[src/rtl/obstacle_collision.sv]
// Dino-game obstacle collision detector, run/over control FSM and obstacle score counter.
// Optional macro SCORE_BCD_EN: score counts in 4 BCD digits (saturates at 9999) instead of binary (65535).
`timescale 1ns/1ps
module obstacle_collision #(
  parameter int CONV       = 0,
  parameter int DINO_X     = 40,
  parameter int DINO_W     = 16,
  parameter int DINO_H     = 20,
  parameter int HIT_FRAMES = 2
) (
  input  logic            clk,
  input  logic            rst,
  input  logic            frame_tick,
  input  logic            start,
  input  logic [9:CONV]   obstacle1_pos,
  input  logic [9:CONV]   obstacle2_pos,
  input  logic [2:0]      obstacle1_type,
  input  logic [2:0]      obstacle2_type,
  input  logic [5:0]      dino_y,
  output logic            game_over,
  output logic            hit_pulse,
  output logic            running,
  output logic [15:0]     score
);

  localparam logic [1:0] S_IDLE    = 2'd0;
  localparam logic [1:0] S_RUN     = 2'd1;
  localparam logic [1:0] S_CONFIRM = 2'd2;
  localparam logic [1:0] S_OVER    = 2'd3;

  localparam logic [10:0] DX_LO = 11'(DINO_X);
  localparam logic [10:0] DX_HI = 11'(DINO_X + DINO_W);
  localparam logic [10:0] DH    = 11'(DINO_H);
  localparam logic [3:0]  HIT_N = 4'(HIT_FRAMES);

  logic [1:0]  state, state_nxt;
  logic [3:0]  cnt, cnt_nxt;
  logic        clr_score;
  logic        hit_p0;
  logic        act1_p1, act2_p1;
  logic        clr1_p0, clr2_p0;
  logic [1:0]  n_clear_p0;

  function automatic logic obs_hit(input logic [9:CONV] pos, input logic [2:0] typ,
                                   input logic [5:0] y);
    logic [10:0] px, w, y_ext;
    logic        h_ov, v_ov;
    px    = 11'(pos) << CONV;
    w     = (typ[2:1] == 2'b11) ? 11'd16 : (typ[2] ? 11'd12 : 11'd8);
    y_ext = 11'(y);
    h_ov  = (pos != '0) && (px < DX_HI) && ((px + w) > DX_LO);
    if (typ[2:1] == 2'b11)
      v_ov = (y_ext < 11'd28) && ((y_ext + DH) > 11'd16);
    else
      v_ov = y_ext < (typ[2] ? 11'd24 : 11'd16);
    return h_ov && v_ov;
  endfunction

`ifdef SCORE_BCD_EN
  function automatic logic [15:0] bcd_inc(input logic [15:0] s);
    logic [15:0] r;
    logic        carry;
    r     = s;
    carry = 1'b1;
    if (s != 16'h9999) begin
      for (int i = 0; i < 4; i++) begin
        if (carry) begin
          if (r[i*4 +: 4] == 4'd9) begin
            r[i*4 +: 4] = 4'd0;
          end else begin
            r[i*4 +: 4] = r[i*4 +: 4] + 4'd1;
            carry       = 1'b0;
          end
        end
      end
    end
    return r;
  endfunction

  function automatic logic [15:0] score_add(input logic [15:0] s, input logic [1:0] n);
    logic [15:0] r;
    r = s;
    if (n != 2'd0) r = bcd_inc(r);
    if (n == 2'd2) r = bcd_inc(r);
    return r;
  endfunction
`else
  function automatic logic [15:0] score_add(input logic [15:0] s, input logic [1:0] n);
    logic [16:0] sum;
    sum = {1'b0, s} + 17'(n);
    return sum[16] ? 16'hFFFF : sum[15:0];
  endfunction
`endif

  // Stage p0: combinational hit and clear detection from current inputs
  assign hit_p0     = obs_hit(obstacle1_pos, obstacle1_type, dino_y) ||
                      obs_hit(obstacle2_pos, obstacle2_type, dino_y);
  assign clr1_p0    = act1_p1 && (obstacle1_pos == '0);
  assign clr2_p0    = act2_p1 && (obstacle2_pos == '0);
  assign n_clear_p0 = {1'b0, clr1_p0} + {1'b0, clr2_p0};

  always_comb begin
    state_nxt = state;
    cnt_nxt   = cnt;
    clr_score = 1'b0;
    case (state)
      S_IDLE, S_OVER: begin
        if (start) begin
          state_nxt = S_RUN;
          cnt_nxt   = 4'd0;
          clr_score = 1'b1;
        end
      end
      S_RUN: begin
        if (frame_tick && hit_p0) begin
          cnt_nxt   = 4'd1;
          state_nxt = (HIT_N == 4'd1) ? S_OVER : S_CONFIRM;
        end
      end
      S_CONFIRM: begin
        if (frame_tick) begin
          if (hit_p0) begin
            cnt_nxt = cnt + 4'd1;
            if ((cnt + 4'd1) == HIT_N) state_nxt = S_OVER;
          end else begin
            cnt_nxt   = 4'd0;
            state_nxt = S_RUN;
          end
        end
      end
      default: state_nxt = S_IDLE;
    endcase
  end

  // Stage p1: registered state, outputs, obstacle activity flags and score
  always_ff @(posedge clk or posedge rst) begin
    if (rst) begin
      state     <= S_IDLE;
      cnt       <= 4'd0;
      game_over <= 1'b0;
      hit_pulse <= 1'b0;
      running   <= 1'b0;
      act1_p1   <= 1'b0;
      act2_p1   <= 1'b0;
      score     <= 16'd0;
    end else begin
      state     <= state_nxt;
      cnt       <= cnt_nxt;
      game_over <= (state_nxt == S_OVER);
      hit_pulse <= (state_nxt == S_OVER) && (state != S_OVER);
      running   <= (state_nxt == S_RUN) || (state_nxt == S_CONFIRM);
      act1_p1   <= (obstacle1_pos != '0);
      act2_p1   <= (obstacle2_pos != '0);
      // Clears on the edge that enters OVER still score
      if (clr_score)
        score <= 16'd0;
      else if ((state == S_RUN) || (state == S_CONFIRM))
        score <= score_add(score, n_clear_p0);
    end
  end

endmodule

[config.mk]
export PLATFORM = sky130hd
export DESIGN_NAME = obstacle_collision
export DESIGN_NICKNAME = d
export VERILOG_FILES = /design/src/rtl/obstacle_collision.sv
export SDC_FILE = /design/constraint.sdc
export NUM_CORES = 1
export LEC_CHECK = 0
export ABC_AREA = 1
export CAP_MARGIN = 20
export CORE_AREA = 2 2 81 60
export DETAILED_ROUTE_END_ITERATION = 8
export DIE_AREA = 0 0 83 62
export PLACE_DENSITY = 0.8
export SYNTH_ARGS = -nofsm -noshare
export SYNTH_HDL_FRONTEND = slang
export SYNTH_SLANG_ARGS = --single-unit
[constraint.sdc]
create_clock -name clk -period 5.7 [get_ports clk]
set_input_delay 1.425 -clock clk [delete_from_list [all_inputs] [get_ports clk]]
set_output_delay 1.425 -clock clk [all_outputs]
set_load 0.005 [all_outputs]
==> impl_results.md <==
* Status: finished clean
* Most frequent cell on the critical path: nor2_1
* Synthesis-to-layout area growth at 29.62%
* DRC at 0
* Primary FF master, synth: dfrtp_1
* CP delay by family, top: simple AND/OR/NAND/NOR gates
* Routability cong. at 0.8328
* CP Max Fanout at 11
* Min Tclk post-route at 4420 ps
* Critical-path cell list: clkdlybuf4s50_1 > nor2_1 > nand3_1 > nor2_1 > nand2_1 > fa_1 > inv_1 > ha_1 > nand3_1 > nor2_1 > nand4_2 > nor2_1 > inv_1 > o21ai_0 > nand2_1 > o21ai_0
* IO Port Bufs at 50
* Cell taking the most area after synthesis: dfrtp_1
* Core area at 4493 sq um
* Crit start category: input port
* Drt first pass iters at 5
* Cts bufs inserted at 3
* EDFF count, synth at 0
* LEAKAGE at 1.297 nW
* Hold_buf cts at 0
* Cells after Synth at 302
* CP bufs+invs at 3
* Setup violators final at 0
* Slew Viols, Final at 0
* Measured slew at the worst slew-check pin at 671.7 ps
* Final-stage net count at 407
* Sequential share of the synthesized area at 31.86%
* Wire length of the first global-routing pass at 8176 microns
* Clk_lat worst skew at 270 ps
* Final core utilization at 61.18%
* Slew headroom at 55.05%
* Clock sinks at 27
* CTS tree: built
* Final-report hold violation count at 0
* Post-Syn Area at 2121 sq um
* Design area at 2749 sq um
* DIE WIDTH at 83 microns
* Syn Nets at 354
* Cts repair resizes at 0
* Crit path largest cell delay at 570 ps
* Layout cell share with drive strength beyond 1 at 4.237%
* I/O pin cnt at 55
* Final WL at 4843 microns
* Initial antenna violation count at 0
* Worst Path Required at 5900 ps
* Area after DPL at 2676 sq um
* Vias in the first global route at 1,835
* Antenna cells at 0
* Synth unique cells at 27
* Die Area at 5146 sq um
* DR vias/cell at 5.112
* Max rail drop VDD at 136.8 uV
* Worst path slowest cell: nor2_1
* Cell Pwr Density at 181.8 nW/um^2
* GRT Overall Usage at 19.35%
* Syn_area_per_cell at 7.022 sq um
* Final Skew at 7.247 ps
* # H-tree levels at 1
* Critical path class: in2reg
* RSZ-0062 raised after global routing: no
* Largest net degree at the start of global routing at 28
* Ys Warns at 0
* Avg WL per Cell at 11.78 microns
* Vias at 2,101
* Clock tree buffer depth at 2
* Hold WC Path Type: reg2reg
* Initial DRC Count at 180
* CP arrival at 4620 ps
* Die Height at 62 microns
* Overflow after GRT at 0
* Initial Util at 47.20%
* Setup_tns at 0 ps
* Root buffer cell: clkbuf_8
* Synth area leaders: dfrtp_1, nand2_1, inv_1
* Number of synthesized register bits at 27
* Setup Fix Bufs, Post-CTS at 0
* Top-area cell type share of the netlist area at 31.86%
* # rows at 21
* # fillers at 394
* Max_cap viols at 0
* Critical Path Sink Type: flip-flop
* Async set-reset flop share out of synthesis at 100.0%
* Clk pin slew, worst setup/hold paths at 90 ps
* Antenna-violating nets left at 0
* Final Cycle Share at 77.55%
* DP HPWL at 3899 microns
* Max Freq at 226.2 MHz
## cell families after synthesis
| logic type | synth area share, % |
|---|---|
| compound gates | 9.026 |
| simple gates | 34.40 |
| flops | 31.86 |
| fa+ha+maj | 10.50 |
| buf+inv | 9.262 |
| xor+xnor | 4.956 |
## where the power goes
part / switching (W) / internal [W] / leakage [nW]
clock network: 0.0000581 / 0.0000501 / 0.0228
logic: 0.000109 / 0.0000679 / 0.915
registers: 0.0000106 / 0.000204 / 0.360
## per-layer routing
metal | global-route usage, % | up-vias | part of all wire (%) | routed length, microns
met5 | 0 | - | 0 | 0
met4 | 4.684 | 0 | 1.4 | 66
met3 | 2.378 | 8 | 5.7 | 276
met2 | 33.53 | 85 | 45 | 2201
met1 | 26.71 | 949 | 47 | 2297
li1 | - | 1059 | - | -
## state kept, by name, summed over array words and instances (netlist names)
register / count
state: 2
cnt: 4
hit_pulse: 1
running: 1
score: 16
game_over: 1
act2_p1: 1
act1_p1: 1
## placed cells by master, fill, tap and decap left out
master / synthesis / final
nand2_1: 89 / 89
clkdlybuf4s50_1: 0 / 50
inv_1: 48 / 48
dfrtp_1: 27 / 27
o21ai_0: 26 / 26
nor2_1: 24 / 24
nand3_1: 22 / 22
ha_1: 13 / 13
xor2_1: 10 / 10
nand4_1: 7 / 7
a21oi_1: 7 / 7
o21ai_1: 4 / 4
fa_1: 3 / 3
clkbuf_8: 0 / 3
nand3_2: 2 / 2
nor4_1: 2 / 2
nand2_2: 2 / 2
nor2_4: 2 / 2
nor3_2: 2 / 2
xnor2_1: 2 / 2
or2_0: 2 / 2
nand4_2: 1 / 1
nor3_4: 1 / 1
nand3_4: 1 / 1
o22ai_1: 1 / 1
nor3_1: 1 / 1
clkbuf_1: 1 / 1
buf_16: 0 / 1
## per-stage QoR
stage	worst slack [ps]	hold WS, ps	cells	total power [W]
after floorplan	2139	478.1	302	0.0003297
after global placement	1115	511.8	406	0.0003874
after detailed placement	1022	531.5	406	0.0003923
after CTS	1300	552.3	410	0.0005005
after global routing	934.6	575.4	411	0.0005367
final	1280	546.2	411	0.0004997
## synth_stat cells (3+ instances only)
master / instances
a21oi_1: 7
dfrtp_1: 27
fa_1: 3
ha_1: 13
inv_1: 48
nand2_1: 89
nand3_1: 22
nand4_1: 7
nor2_1: 24
o21ai_0: 26
o21ai_1: 4
xor2_1: 10
## path summary, 6_finish.rpt
path | startpoint | endpoint | slack, ps | cells after the start
setup / recovery | obstacle1_pos[3] | score[4] | 1280 | 16
hold / removal | cnt[3] | cnt[3] | 550 | 2
setup reg to reg | score[0] | score[4] | 2980 | 12
hold reg to reg | cnt[3] | cnt[3] | 550 | 2
max in group asynchronous | rst | score[7] | 3980 | 3
min in group asynchronous | rst | score[11] | 1350 | 2
## worst min-delay path: stages, from the launching register on
cell     delay [ps]
dfrtp_1         380
nand2_1          60
o21ai_1          70
## cell type report
class                           instances  area, sq um  area share, %
Multi-Input combinational cell        224         1249          45.43
Sequential cell                        27        675.6          24.58
Timing Repair Buffer                   51        528.0          19.21
Inverter                               48        180.2          6.554
Tap cell                               57        71.32          2.594
Clock buffer                            4        45.04          1.639
Note: power is estimated with default switching activity, not from simulation.
